### config.mk
export PLATFORM = sky130hd
export DESIGN_NAME = parallel_to_serial_shifter
export DESIGN_NICKNAME = d
export VERILOG_FILES = /design/src/rtl/parallel_to_serial_shifter.sv
export SDC_FILE = /design/constraint.sdc
export NUM_CORES = 1
export LEC_CHECK = 0
export CORE_MARGIN = 2
export CORE_UTILIZATION = 52
export CTS_BUF_LIST = sky130_fd_sc_hd__clkbuf_4
export CTS_CLUSTER_SIZE = 40
export DETAILED_ROUTE_END_ITERATION = 8
export GPL_TIMING_DRIVEN = 0
export PLACE_DENSITY_LB_ADDON = 0.12
export SLEW_MARGIN = 20
export SYNTH_ARGS = -nofsm -noshare
export SYNTH_HDL_FRONTEND = slang
export SYNTH_SLANG_ARGS = --single-unit
### constraint.sdc
create_clock -name clk -period 1.9 [get_ports clk]
set_clock_uncertainty 0.2 [all_clocks]
set_input_delay 0.285 -clock clk [delete_from_list [all_inputs] [get_ports clk]]
set_output_delay 0.285 -clock clk [all_outputs]
set_load 0.1 [all_outputs]
### src/rtl/parallel_to_serial_shifter.sv
// parallel_to_serial_shifter
//   Parallel-in, serial-out shifter. Accepts a DEPTH-bit word over a
//   valid/ready handshake and emits it one bit per enabled clock on `out`.
//   Back-to-back words stream with no idle gap; `last` marks word ends.
//
//   Configuration macro: PARALLEL_TO_SERIAL_LSB_FIRST_EN
//     defined   -> LSB first (register shifts right, out = bit 0)
//     undefined -> MSB first (register shifts left,  out = bit DEPTH-1)
//
// Ports
//   clk        in   1      clock, rising edge
//   reset      in   1      asynchronous active-low reset
//   enable     in   1      shift advance qualifier while shifting
//   load_valid in   1      load_data holds a word to transmit
//   load_ready out  1      word can be accepted this cycle (combinational)
//   load_data  in   DEPTH  parallel word, sampled on the accept edge
//   out        out  1      serial data bit (registered)
//   out_valid  out  1      out carries a word bit (registered)
//   last       out  1      out is the final bit of the word (registered)

module parallel_to_serial_shifter #(
  parameter int unsigned DEPTH = 8
) (
  input  logic             clk,
  input  logic             reset,
  input  logic             enable,
  input  logic             load_valid,
  output logic             load_ready,
  input  logic [DEPTH-1:0] load_data,
  output logic             out,
  output logic             out_valid,
  output logic             last
);

  localparam int unsigned CNT_W = (DEPTH > 1) ? $clog2(DEPTH) : 1;
  localparam logic [CNT_W-1:0] CNT_LAST = CNT_W'(DEPTH - 1);

  typedef enum logic {
    IDLE  = 1'b0,
    SHIFT = 1'b1
  } state_t;

  state_t             state_q, state_d;
  logic [DEPTH-1:0]   sreg_q, sreg_d;
  logic [CNT_W-1:0]   cnt_q, cnt_d;
  logic [DEPTH-1:0]   shifted_c;
  logic               accept_c;
  logic               out_d, out_valid_d, last_d;

  // Ready in IDLE, or on the final enabled bit so the next word follows with no gap.
  assign load_ready = (state_q == IDLE) | (enable & last);
  assign accept_c   = load_valid & load_ready;

  // One-position move toward the output end.
`ifdef PARALLEL_TO_SERIAL_LSB_FIRST_EN
  assign shifted_c = {1'b0, sreg_q[DEPTH-1:1]};
`else
  assign shifted_c = {sreg_q[DEPTH-2:0], 1'b0};
`endif

  // State register plus registered outputs.
  always_ff @(posedge clk or negedge reset) begin
    if (!reset) begin
      state_q   <= IDLE;
      sreg_q    <= '0;
      cnt_q     <= '0;
      out       <= 1'b0;
      out_valid <= 1'b0;
      last      <= 1'b0;
    end else begin
      state_q   <= state_d;
      sreg_q    <= sreg_d;
      cnt_q     <= cnt_d;
      out       <= out_d;
      out_valid <= out_valid_d;
      last      <= last_d;
    end
  end

  // Next-state, datapath and next-output logic.
  always_comb begin
    state_d     = state_q;
    sreg_d      = sreg_q;
    cnt_d       = cnt_q;
    out_d       = 1'b0;
    out_valid_d = 1'b0;
    last_d      = 1'b0;

    case (state_q)
      IDLE: begin
        if (accept_c) begin
          state_d = SHIFT;
          sreg_d  = load_data;
          cnt_d   = '0;
        end
      end
      SHIFT: begin
        if (enable) begin
          if (cnt_q == CNT_LAST) begin
            if (accept_c) begin
              sreg_d = load_data;
              cnt_d  = '0;
            end else begin
              state_d = IDLE;
              sreg_d  = '0;
              cnt_d   = '0;
            end
          end else begin
            sreg_d = shifted_c;
            cnt_d  = cnt_q + CNT_W'(1);
          end
        end
      end
      default: begin
        state_d = IDLE;
        sreg_d  = '0;
        cnt_d   = '0;
      end
    endcase

    // Outputs are registered from the next-state view so the first bit
    // appears right after the accept edge.
    out_valid_d = (state_d == SHIFT);
    last_d      = out_valid_d & (cnt_d == CNT_LAST);
`ifdef PARALLEL_TO_SERIAL_LSB_FIRST_EN
    out_d       = out_valid_d & sreg_d[0];
`else
    out_d       = out_valid_d & sreg_d[DEPTH-1];
`endif
  end

endmodule

==> flow_metrics.py, run 1 <==
metrics = {
    "timing": {
        "timing.final.crit_period_ps": 1810,
        "grt_setup_unrepaired": "false",
        "max_slew.worst_pin.slew_ps": 679,
        "relSlewSlack": 0.546,
        "finalSetupTns_ps": 0,
        "fin_crit_sh": 0.954,
        "fmax_mhz": 552,
        "hold_viol_final": 0,
        "setup_viol": 0,
        "slew_viol_final": 0,
    },
    "power_and_ir_drop": {
        "power_frac_comb": 0.548,
        "total_power_mw": 1.54,
        "switching_power_mw": 0.686,
        "seqPwrFrac": 0.342,
        "power_density_nw_per_um2": 1490,
        "p_clk_frac": 0.110,
        "intPower_mw": 0.856,
        "cellLeakagePower_nw": 0.452,
        "vdd_drop_max_mv": 0.796,
        "switching_share": 0.445,
    },
    "flow_run": {
        "maxCapViolCount": 0,
    },
    "global_route": {
        "grt-ovfl-total": 0,
        "grt_max_degree": 15,
        "antenna_found_initial": 0,
        "track_usage": 0.203,
        "grt_pass1_vias": 671,
        "grt_pass1_wl_um": 2780,
    },
    "logic_synthesis": {
        "netlist_instances": 80,
        "synthesis.area_sq_um": 808,
        "yosysWarningCount": 0,
        "ys_seq_area_frac": 0.433,
        "synth.most_common_cell": "dfrtp_1",
        "syn_area_per_cell_sq_um": 10.1,
        "synth_cell_type_count": 30,
        "synth_edf_count": 0,
        "synth_top_cells_by_count": "dfrtp_1 (14), nand2_1 (11), nor2b_1 (5)",
        "netlist_top_cells_area": "dfrtp_1 (43%), nand2_1 (5.1%), mux2i_1 (5.0%)",
        "synth_fp_nets": 94,
        "synthFlopType": "dfrtp_1",
        "synth_top_area_cell": "dfrtp_1",
        "yosysTopAreaCellShare": 0.433,
        "ys_async_sr_fraction": 1.00,
        "ys_ff_latch": 14,
    },
    "setup_path": {
        "reg2regPathDepth": 6,
        "end_kind": "flip-flop",
        "critPathLaunchType": "flip-flop",
        "crit_type": "flip-flop to flip-flop",
        "required_ps": 1870,
        "cp_max_fo": 10,
        "crit_arrival_ps": 1780,
    },
    "status": {
        "status": "complete, no violations",
    },
    "clock_tree": {
        "cts_buffers": 3,
        "cts.sinks": 14,
        "cts-root-buf": "clkbuf_4",
        "htree_levels": 1,
        "cts_tree": "built",
        "cts_buffer_depth": 2,
        "cts.clk_slew.worst_paths_ps": 80,
        "holdBufCountCts": 0,
        "clk_latency_ps": 280,
    },
    "drt": {
        "drt-vias-per-instance": 5.78,
        "wire_per_inst_um": 15.0,
        "drt_first_pass_iters": 4,
        "wirelength_um": 1740,
        "ant_nets": 0,
        "vias": 671,
        "drc": 0,
        "drt-initial-drc-count": 5,
    },
    "final_layout": {
        "fillers": 127,
        "final_area_sq_um": 1030,
        "antenna_cells": 0,
        "layout-drive-gt1-share": 0.250,
        "fin_nets": 116,
        "area_delta_synth_final_pct": 27.9,
    },
    "die": {
        "fp.dieH_um": 43.4,
        "die_w_um": 43.4,
        "io_pins": 16,
        "dieArea_sq_um": 1890,
        "core.rowCount": 14,
        "initial_core_util": 0.543,
        "core_region_area_sq_um": 1490,
    },
    "placement": {
        "portBuffers": 14,
        "gp_congestion": 0.749,
        "place_hpwl_um": 1260,
        "dpl-instance-area_sq_um": 973,
    },
    "min_path": {
        "holdCritPathClass": "input pin to flip-flop",
        "hold_depth": 3,
    },
}
metal layers:
metal | global-route usage | vias to the layer above | share of wire
met5 | 0 | - | 0
met4 | 0.121 | 0 | 0.024
met3 | 0.0292 | 4 | 0.025
met2 | 0.352 | 11 | 0.49
met1 | 0.237 | 323 | 0.46
li1 | - | 333 | -
logic make-up after synthesis:
group	synth area share
adders and majority gates	0.0310
muxes	0.0495
and+or+nand+nor	0.229
buffers and inverters	0.0511
DFF	0.433
AOI/OAI and AO/OA	0.206
through the flow:
stage	hold WS [ps]	setup WS [ps]	utilization	std cells
after global placement	291	-998	0.654	110
after global routing	222	26.8	0.694	116
after detailed placement	290	-1010	0.654	110
after floorplan	-211	142	-	80
final	189	88.0	0.694	116
after CTS	186	13.7	0.671	113
worst paths after layout:
path                       startpoint        end  slack (ps)
max                          cnt_q[0]  sreg_q[4]          90
min                        load_valid    state_q         190
max reg2reg                  cnt_q[0]  sreg_q[4]          90
min reg2reg                 sreg_q[3]  sreg_q[3]         310
max in group asynchronous       reset    state_q         820
min in group asynchronous       reset   cnt_q[2]         210
sequential cells by signal, summed over array words and instances (netlist names):
signal / count
cnt_q: 3
last: 1
out: 1
sreg_q: 8
state_q: 1
cell usage in the layout, fill, tap and decap left out, types with 4 or more instances in the layout:
cell type,instances
o21ai_1,4
mux2i_1,4
clkdlybuf4s50_1,9
nand2_1,10
nor2b_1,5
buf_4,7
dfrtp_1,12
critical path: stages, from the launching register on:
cell and delay, ps:
dfrtp_1 420, ha_1 210, ha_1 170, buf_4 170, nand2_1 100, o21ai_1 120
a221o_1 310
area by class of cell:
cell class	instances	area (sq um)	share of cell area
multi-input cells	59	430	0.416
flip-flops and latches	14	353	0.341
repair buffers	17	166	0.161
plain buffers	4	30.0	0.0291
clock buffers	3	22.5	0.0218
well taps	16	20.0	0.0194
inverters	3	11.3	0.0109
power groups by stage:
stage / registers [mW] / logic [mW] / clock network [mW]
after global placement: 0.531 / 0.776 / 0
after floorplan: 0.670 / 0.469 / 0
final: 0.528 / 0.845 / 0.169
after CTS: 0.533 / 0.791 / 0.174
after detailed placement: 0.538 / 0.790 / 0
after global routing: 0.541 / 0.908 / 0.182
what timing repair did:
action                     4_1_cts  5_1_grt
resized for setup               17        3
pin swaps                        0        1
setup buffers                    0        3
setup endpoints to repair        4        3
No activity file was read; power rests on OpenSTA's default activity.
==> inputs of run 2 (changes only) <==
--- a/config.mk
+++ b/config.mk
@@ -11,7 +11,7 @@
 export CTS_CLUSTER_SIZE = 40
 export DETAILED_ROUTE_END_ITERATION = 8
 export GPL_TIMING_DRIVEN = 0
-export PLACE_DENSITY_LB_ADDON = 0.12
+export PLACE_DENSITY = 0.87
 export SLEW_MARGIN = 20
 export SYNTH_ARGS = -nofsm -noshare
 export SYNTH_HDL_FRONTEND = slang
==> flow_metrics.py, run 2 (synthesis gave the netlist of run 1 again) <==
metrics = {
    "status": {
        "status": "complete, no violations",
    },
    "drt": {
        "drt_first_pass_iters": 4,
        "ant_nets": 0,
        "wire_per_inst_um": 14.9,
        "vias": 676,
        "drc": 0,
        "drt-initial-drc-count": 19,
        "wirelength_um": 1700,
        "drt-vias-per-instance": 5.93,
    },
    "placement": {
        "dpl-instance-area_sq_um": 973,
        "place_hpwl_um": 1250,
        "portBuffers": 14,
        "gp_congestion": 0.722,
        "placed_cells": 110,
    },
    "clock_tree": {
        "cts_buffer_depth": 2,
        "cts.sinks": 14,
        "cts.clk_slew.worst_paths_ps": 90,
        "cts_tree": "built",
        "htree_levels": 1,
        "cts-root-buf": "clkbuf_4",
        "cts_buffers": 3,
        "holdBufCountCts": 0,
        "clk_latency_ps": 280,
    },
    "global_route": {
        "grt_pass1_wl_um": 2770,
        "top_usage_layer": "met2",
        "grt_util_met3": 0.0792,
        "grt-ovfl-total": 0,
        "use_met1": 0.262,
        "use_met2": 0.319,
        "grt_pass1_vias": 638,
        "track_usage": 0.205,
        "antenna_found_initial": 0,
        "grt_max_degree": 15,
    },
    "die": {
        "fp.dieH_um": 43.4,
        "core_region_area_sq_um": 1490,
        "die_w_um": 43.4,
        "dieArea_sq_um": 1890,
        "initial_core_util": 0.543,
        "io_pins": 16,
        "core.rowCount": 14,
    },
    "timing": {
        "max_slew.worst_pin.slew_ps": 634,
        "setup_viol": 0,
        "hold_viol_final": 0,
        "slew_viol_final": 0,
        "grt_setup_unrepaired": "false",
        "holdWs_ps": 187,
        "fin_crit_sh": 0.951,
        "timing.final.crit_period_ps": 1810,
        "finalSetupTns_ps": 0,
        "fmax_mhz": 553,
        "relSlewSlack": 0.576,
    },
    "final_layout": {
        "area_delta_synth_final_pct": 26.0,
        "mostFrequentLayoutCells": "dfrtp_1 (12), nand2_1 (10), clkdlybuf4s50_1 (9), nor2b_1 (5)",
        "registers.top_by_ff_count": "sreg_q",
        "stdcell_count": 114,
        "fin_nets": 113,
        "final_area_sq_um": 1020,
        "largestRegisters": "sreg_q: 8 flops, cnt_q: 3 flops",
        "layout-drive-gt1-share": 0.235,
        "layout_commonest_cell": "dfrtp_1",
        "antenna_cells": 0,
        "largest_register_ff_count": 8,
    },
    "flow_run": {
        "maxCapViolCount": 0,
    },
    "power_and_ir_drop": {
        "cellLeakagePower_nw": 0.441,
        "power_density_nw_per_um2": 1490,
        "vdd_drop_max_mv": 0.901,
    },
    "setup_path": {
        "cp_max_fo": 10,
        "crit_arrival_ps": 1780,
        "end_kind": "flip-flop",
        "required_ps": 1870,
        "crit_type": "flip-flop to flip-flop",
        "critPathLaunchType": "flip-flop",
    },
    "min_path": {
        "holdCritPathClass": "input pin to async pin",
    },
}
[run 2: cell count changes in the layout (fill, tap and decap cells not counted), sizes merged]
| cell | previous run | this run |
|---|---|---|
| buf | 8 | 5 |
| clkbuf | 3 | 4 |
[run 2: layout make-up]
class | count | area [sq um]
Fill cell | 121 | 470
Multi-Input combinational cell | 59 | 430
Sequential cell | 14 | 353
Timing Repair Buffer | 14 | 144
Clock buffer | 4 | 30.0
Buffer | 4 | 30.0
Tap cell | 16 | 20.0
Inverter | 3 | 11.3
[run 2: power by group]
group / leakage [nW] / internal [mW] / switching (mW)
Clock: 0.0184 / 0.0956 / 0.0898
Combinational: 0.255 / 0.315 / 0.484
Sequential: 0.168 / 0.432 / 0.101
[run 2: critical path, cell delays in order (launching register included)]
cell	delay, ps
dfrtp_1	420
ha_1	210
ha_1	170
buf_4	170
nand2_1	90
o21ai_1	110
a221o_1	310
[run 2: metrics by stage]
step	util	total power, mW	worst slack [ps]
2_1_floorplan	-	1.14	142
3_3_place_gp	0.654	1.30	-1010
3_5_place_dp	0.654	1.33	-1020
4_1_cts	0.676	1.52	17.8
5_1_grt	0.684	1.62	18.7
6_report	0.684	1.52	93.0
[run 2: final timing paths]
path | start | end | slack (ps) | cells after the start
max in group asynchronous | reset | state_q | 870 | 1
worst max register to register | cnt_q[0] | sreg_q[4] | 90 | 6
worst min register to register | sreg_q[5] | sreg_q[5] | 320 | 1
worst max-delay path | cnt_q[0] | sreg_q[4] | 90 | 6
worst min-delay path | reset | cnt_q[0] | 190 | 1
min in group clk | load_valid | state_q | 190 | 3
[run 2: metal layers]
layer | wire [um] | up-vias
li1 | - | 331
met1 | 819 | 324
met2 | 784 | 21
met3 | 93 | 0
met4 | 0 | 0
met5 | 0 | -
[run 2: repair_timing]
item | 4_1_cts | 5_1_grt
endpoints found under the hold margin | 0 | 0
setup endpoints to repair | 4 | 2
resized for setup | 17 | 3
setup buffers | 0 | 0
